===== config.mk =====
export PLATFORM = sky130hd
export DESIGN_NAME = transaction_sequencer_flat
export DESIGN_NICKNAME = d
export VERILOG_FILES = /design/src/rtl/transaction_sequencer_if.sv /design/src/rtl/transaction_sequencer.sv /design/src/flat_wrapper.sv
export SDC_FILE = /design/constraint.sdc
export NUM_CORES = 1
export LEC_CHECK = 0
export BUFFER_PORTS_ARGS = -buffer_cell sky130_fd_sc_hd__buf_4
export CORE_MARGIN = 4
export CORE_UTILIZATION = 47
export DETAILED_ROUTE_END_ITERATION = 10
export GPL_ROUTABILITY_DRIVEN = 0
export GPL_TIMING_DRIVEN = 0
export PLACE_DENSITY_LB_ADDON = 0.05
export SLEW_MARGIN = 10
export SYNTH_ARGS = -nofsm -noshare
export SYNTH_HDL_FRONTEND = slang
export SYNTH_SLANG_ARGS = --single-unit
export TNS_END_PERCENT = 10

===== constraint.sdc =====
create_clock -name clk -period 1.89 [get_ports clk]
set_input_delay 0.189 -clock clk [delete_from_list [all_inputs] [get_ports clk]]
set_output_delay 0.189 -clock clk [all_outputs]
set_load 0.005 [all_outputs]

===== src/rtl/transaction_sequencer_if.sv =====
// transaction_sequencer_if: operand, handshake and datapath-control bundle for the transaction sequencer
interface transaction_sequencer_if;
  logic        start_i;
  logic        player_i;
  logic [7:0]  amount_i;
  logic [7:0]  key_i;
  logic        done_step_i;
  logic [47:0] result_i;
  logic [2:0]  process_o;
  logic        player_o;
  logic [7:0]  amount_o;
  logic [7:0]  key_o;
  logic        load_player_o;
  logic        load_key_o;
  logic        load_amount_o;
  logic        load_register_o;
  logic        busy_o;
  logic        done_o;
  logic        error_o;
  logic [47:0] result_o;
  modport slave (
    input  start_i, player_i, amount_i, key_i, done_step_i, result_i,
    output process_o, player_o, amount_o, key_o, load_player_o, load_key_o,
           load_amount_o, load_register_o, busy_o, done_o, error_o, result_o
  );
  modport master (
    output start_i, player_i, amount_i, key_i, done_step_i, result_i,
    input  process_o, player_o, amount_o, key_o, load_player_o, load_key_o,
           load_amount_o, load_register_o, busy_o, done_o, error_o, result_o
  );
endinterface


===== src/rtl/transaction_sequencer.sv =====
// transaction_sequencer: Moore FSM that latches operands and steps a datapath through NUM_STEPS process codes with per-step timeout
module transaction_sequencer #(
  parameter int NUM_STEPS      = 4,
  parameter int TIMEOUT_CYCLES = 255
) (
  input logic                    clk,
  input logic                    rst,
  transaction_sequencer_if.slave bus
);
  localparam int CW = (TIMEOUT_CYCLES < 2) ? 1 : $clog2(TIMEOUT_CYCLES + 1);
  localparam logic [2:0] IDLE  = 3'd0;
  localparam logic [2:0] LOAD  = 3'd1;
  localparam logic [2:0] ISSUE = 3'd2;
  localparam logic [2:0] GAP   = 3'd3;
  localparam logic [2:0] DONE  = 3'd4;
  localparam logic [2:0] ERROR = 3'd5;
  logic [2:0]  state_q, state_d;
  logic [2:0]  step_q, step_d;
  logic [CW-1:0] cnt_q, cnt_d;
  logic        player_q, player_d;
  logic [7:0]  amount_q, amount_d;
  logic [7:0]  key_q, key_d;
  logic        error_q, error_d;
  logic [47:0] result_q, result_d;
  always_comb begin
    state_d  = state_q;
    step_d   = step_q;
    cnt_d    = cnt_q;
    player_d = player_q;
    amount_d = amount_q;
    key_d    = key_q;
    error_d  = error_q;
    result_d = result_q;
    case (state_q)
      IDLE: if (bus.start_i) begin
        state_d  = LOAD;
        player_d = bus.player_i;
        amount_d = bus.amount_i;
        key_d    = bus.key_i;
        error_d  = 1'b0;
        step_d   = 3'd0;
      end
      LOAD: begin
        state_d = ISSUE;
        cnt_d   = '0;
      end
      ISSUE: begin
        cnt_d = cnt_q + 1'b1;
        if (bus.done_step_i) begin
          if (step_q == 3'(NUM_STEPS - 1)) begin
            state_d  = DONE;
            result_d = bus.result_i;
          end else begin
            state_d = GAP;
            step_d  = step_q + 3'd1;
          end
        end else if (cnt_q == CW'(TIMEOUT_CYCLES - 1)) begin
          state_d = ERROR;
          error_d = 1'b1;
        end
      end
      GAP: begin
        state_d = ISSUE;
        cnt_d   = '0;
      end
      default: state_d = IDLE;
    endcase
  end
  always_ff @(posedge clk) begin
    if (rst) begin
      state_q  <= IDLE;
      step_q   <= '0;
      cnt_q    <= '0;
      player_q <= 1'b0;
      amount_q <= '0;
      key_q    <= '0;
      error_q  <= 1'b0;
      result_q <= '0;
    end else begin
      state_q  <= state_d;
      step_q   <= step_d;
      cnt_q    <= cnt_d;
      player_q <= player_d;
      amount_q <= amount_d;
      key_q    <= key_d;
      error_q  <= error_d;
      result_q <= result_d;
    end
  end
  assign bus.process_o       = (state_q == ISSUE) ? step_q + 3'd1 : 3'd0;
  assign bus.player_o        = player_q;
  assign bus.amount_o        = amount_q;
  assign bus.key_o           = key_q;
  assign bus.load_player_o   = state_q == LOAD;
  assign bus.load_key_o      = state_q == LOAD;
  assign bus.load_amount_o   = state_q == LOAD;
  assign bus.load_register_o = state_q == LOAD;
  assign bus.busy_o          = state_q inside {LOAD, ISSUE, GAP, DONE};
  assign bus.done_o          = state_q == DONE;
  assign bus.error_o         = error_q;
  assign bus.result_o        = result_q;
endmodule


===== src/flat_wrapper.sv =====
// flat-port wrapper written by rule: the top's interface ports become plain ports
module transaction_sequencer_flat 
#(
  parameter int NUM_STEPS      = 4,
  parameter int TIMEOUT_CYCLES = 255
)
  (clk, rst, bus_start_i, bus_player_i, bus_amount_i, bus_key_i, bus_done_step_i, bus_result_i, bus_process_o, bus_player_o, bus_amount_o, bus_key_o, bus_load_player_o, bus_load_key_o, bus_load_amount_o, bus_load_register_o, bus_busy_o, bus_done_o, bus_error_o, bus_result_o);
  transaction_sequencer_if bus_i ();
  input logic clk;
  input logic rst;
  input wire logic [$bits(bus_i.start_i)-1:0] bus_start_i;
  input wire logic [$bits(bus_i.player_i)-1:0] bus_player_i;
  input wire logic [$bits(bus_i.amount_i)-1:0] bus_amount_i;
  input wire logic [$bits(bus_i.key_i)-1:0] bus_key_i;
  input wire logic [$bits(bus_i.done_step_i)-1:0] bus_done_step_i;
  input wire logic [$bits(bus_i.result_i)-1:0] bus_result_i;
  output wire logic [$bits(bus_i.process_o)-1:0] bus_process_o;
  output wire logic [$bits(bus_i.player_o)-1:0] bus_player_o;
  output wire logic [$bits(bus_i.amount_o)-1:0] bus_amount_o;
  output wire logic [$bits(bus_i.key_o)-1:0] bus_key_o;
  output wire logic [$bits(bus_i.load_player_o)-1:0] bus_load_player_o;
  output wire logic [$bits(bus_i.load_key_o)-1:0] bus_load_key_o;
  output wire logic [$bits(bus_i.load_amount_o)-1:0] bus_load_amount_o;
  output wire logic [$bits(bus_i.load_register_o)-1:0] bus_load_register_o;
  output wire logic [$bits(bus_i.busy_o)-1:0] bus_busy_o;
  output wire logic [$bits(bus_i.done_o)-1:0] bus_done_o;
  output wire logic [$bits(bus_i.error_o)-1:0] bus_error_o;
  output wire logic [$bits(bus_i.result_o)-1:0] bus_result_o;
  assign bus_i.start_i = bus_start_i;
  assign bus_i.player_i = bus_player_i;
  assign bus_i.amount_i = bus_amount_i;
  assign bus_i.key_i = bus_key_i;
  assign bus_i.done_step_i = bus_done_step_i;
  assign bus_i.result_i = bus_result_i;
  assign bus_process_o = bus_i.process_o;
  assign bus_player_o = bus_i.player_o;
  assign bus_amount_o = bus_i.amount_o;
  assign bus_key_o = bus_i.key_o;
  assign bus_load_player_o = bus_i.load_player_o;
  assign bus_load_key_o = bus_i.load_key_o;
  assign bus_load_amount_o = bus_i.load_amount_o;
  assign bus_load_register_o = bus_i.load_register_o;
  assign bus_busy_o = bus_i.busy_o;
  assign bus_done_o = bus_i.done_o;
  assign bus_error_o = bus_i.error_o;
  assign bus_result_o = bus_i.result_o;
  transaction_sequencer #(.NUM_STEPS(NUM_STEPS), .TIMEOUT_CYCLES(TIMEOUT_CYCLES)) u_core (.clk(clk), .rst(rst), .bus(bus_i));
endmodule

==> impl_metrics.ini <==
[cells_and_area]
nFillCells = 600
most-common-layout-cells = 146 x buf_4, 80 x dfxtp_1, 71 x a21oi_1, 53 x nand3_1, 48 x o21ai_0
final_common_cell = buf_4
drive_above_1_share_pct = 32.1
fin_nets = 623
area_growth_syn_to_layout_pct = 43.4
n_antenna_cell = 0

[sta]
finalClockSkew_ns = 0.00641
fin_crit_sh_pct = 95.6
rsz0062_at_grt = true
hold_viol = 0
maxSlewViolCount = 0
relSlewSlack_pct = 64.8
holdWs_ns = 0.0799
post-route-min-period_ns = 1.81
finalSetupViolCount = 0
max_freq_mhz = 554
worst_slew_pin_slew_ns = 0.528

[floorplanning]
die_h_um = 91.5
start_util_pct = 48.2
placementRows = 30
fp.dieArea_um2 = 8370
coreArea_um2 = 6790
die_w_um = 91.5
io_pins = 144

[worst_setup_path]
path_cells = buf_6 > or3b_4 > buf_6 > nor2_1 > buf_4
end_kind = primary output
start_kind = flip-flop
slowest_stage = or3b_4
critPathMaxFanout = 10
max_stage_delay_ns = 0.39
critPathRequiredTime_ns = 1.70
r2r_cells = 5
worst-path-stages = 5
timing_worst_setup_path_type = flip-flop to primary output
critPathBufInv = 3
cpMostUsedCell = buf_6
cp.arrival_ns = 1.62
crit_family = simple AND/OR/NAND/NOR gates

[clock_network]
clkSinkCount = 80
cts.clk_slew.worst_paths_ns = 0.08
cts_setup_buffers = 0
numCtsBuffers = 9
worstSkewPairLatency_ns = 0.35
h-tree-depth = 3
cts_buffer_depth = 2
cts_root_buf = clkbuf_8
cts_tree = done

[grt]
antenna_found_initial = 0
track_usage_pct = 22.3
first_global_vias = 3115
gr-total-overflow = 0
grt_first_pass_wirelength_um = 15100
grt_max_degree = 20

[power]
ir_worst_vdd_mv = 0.460
p_per_area_nw_per_um2 = 760
power_mw = 3.57
leakagePower_nw = 1.92

[synth]
synth_nets = 472
ys_seq_area_share_pct = 48.9
yosysUniqueCellTypes = 41
synth_seq_cells = 80
syn_avg_cell_area_um2 = 8.23
yosys_warnings = 0
netlist_instances = 398
netlist_area_um2 = 3270

[drt]
ant_nets = 0
via_per_inst = 5.29
vias = 3438
firstDrtPassIters = 4
wl_per_cell_um = 14.8
wl_um = 9650
route.detailed.drc = 0
first_iter_violations = 159

[run_status]
status = finished, final reports clean

[placement]
io_buffers = 142
dpl.hpwl_um = 7020

[hold_path]
hold_depth = 3
hp-class = primary input to flip-flop

[run]
maxCapViolations = 0
[routing by layer]
layer | share of wire [%] | global-route usage, % | wire, um | vias to the layer above
li1 | - | - | - | 1706
met1 | 42 | 27.5 | 4080 | 1606
met2 | 47 | 34.2 | 4490 | 110
met3 | 9.2 | 9.11 | 889 | 16
met4 | 2.0 | 9.80 | 193 | 0
met5 | 0 | 0 | 0 | -
[registers in the layout, summed over array words and instances (netlist names)]
register,count
u_core.bus.result_o,48
u_core.bus.key_o,8
u_core.bus.amount_o,8
u_core.cnt_q,8
u_core.bus.player_o,1
u_core.state_q,3
u_core.step_q,3
u_core.bus.error_o,1
[worst paths after layout]
kind	slack, ns	startpoint	end
worst max-delay path	0.08	u_core.state_q[0]$_SDFFE_PP0P_	bus_process_o[2]
worst min-delay path	0.08	bus_key_i[4]	u_core.bus.key_o[4]$_SDFFE_PP0P_
worst max register to register	0.11	u_core.state_q[0]$_SDFFE_PP0P_	u_core.bus.key_o[1]$_SDFFE_PP0P_
worst min register to register	0.45	u_core.bus.amount_o[0]$_SDFFE_PP0P_	u_core.bus.amount_o[0]$_SDFFE_PP0P_
[cell type report]
type,count,area [um2],share of cell area (%)
timing repair buffer,142,1070,22.7
tap,96,120,2.56
clock buffer,11,131,2.80
inverter,3,11.3,0.240
multi-input combinational,274,1490,31.7
clock inverter,5,81.3,1.73
buffer,39,196,4.18
sequential,80,1600,34.1
[Yosys cell counts]
cell       instances  area share [%]
o31ai_1            3            0.69
buf_1              2            0.23
o211ai_1           2            0.46
mux2i_1            1            0.31
and3_1             2            0.38
and2_1             2            0.38
a21boi_0           1            0.23
nand3_1           53             8.1
and3b_1            1            0.27
o21bai_1           2            0.46
a2bb2oi_1          1            0.27
nor2b_1            1            0.19
o21ai_0           48             7.3
a211oi_1           2            0.46
xnor2_1            1            0.27
nand3b_1           2            0.46
buf_4              3            0.69
a21oi_1           71              11
or4_1              4            0.92
nand4_1            1            0.19
clkbuf_1          29             3.3
nor4b_2            1            0.46
nor2_1            10             1.1
a41oi_1            2            0.54
nor4_1             1            0.19
nand2b_1           5            0.96
nand2_1           40             4.6
nor3b_1            1            0.23
mux2_2             2            0.69
and4_1             1            0.27
nor3_1             2            0.31
or4b_2             1            0.31
inv_1              3            0.34
a31oi_1            1            0.19
buf_2              5            0.76
or3b_4             1            0.34
buf_6              2            0.69
or2_1              1            0.19
a311oi_1           2            0.54
dfxtp_1           80              49
ha_1               5             1.9
[timing repair]
item,4_1_cts,5_1_grt
hold buffers,0,0
gates resized for setup,7,10
setup endpoints to repair,32,26
pin swaps,0,0
[where the power goes]
group / internal, mW / total [mW] / switching [mW]
Clock: 0.745 / 1.37 / 0.621
Sequential: 1.72 / 1.74 / 0.0190
Combinational: 0.225 / 0.469 / 0.244
[cells by family after synthesis]
family                   Yosys count  share of synthesized area (%)
adder cells (fa/ha/maj)            5                           1.91
AND/OR/NAND/NOR                  130                           19.9
multiplexers                       3                          0.993
AO/OA/AOI/OAI                    135                           22.0
buffers and inverters             44                           6.04
flip-flops                        80                           48.9
XOR/XNOR                           1                          0.268
[worst register-to-register path: cells and delay by family (launching register included)]
family / cells / cell delay (ns)
AOI/OAI and AO/OA: 1 / 0.06
buffers and inverters: 2 / 0.39
DFF: 1 / 0.32
and+or+nand+nor: 2 / 0.88
[through the flow]
| stage | std cells | utilization [%] | TNS [ns] | setup slack [ns] | cell area [um2] |
|---|---|---|---|---|---|
| after detailed placement | 636 | 65.7 | -1.39 | -0.126 | 4460 |
| after global placement | 636 | 65.7 | -0.961 | -0.0984 | 4460 |
| after CTS | 651 | 68.9 | -0.00252 | -0.00252 | 4680 |
| final | 650 | 69.1 | 0 | 0.0835 | 4700 |
| after floorplan | 398 | - | 0 | 0.240 | 3270 |
| after global routing | 650 | 69.1 | -0.00129 | -0.00129 | 4700 |
Note: power is estimated with default switching activity, not from simulation.
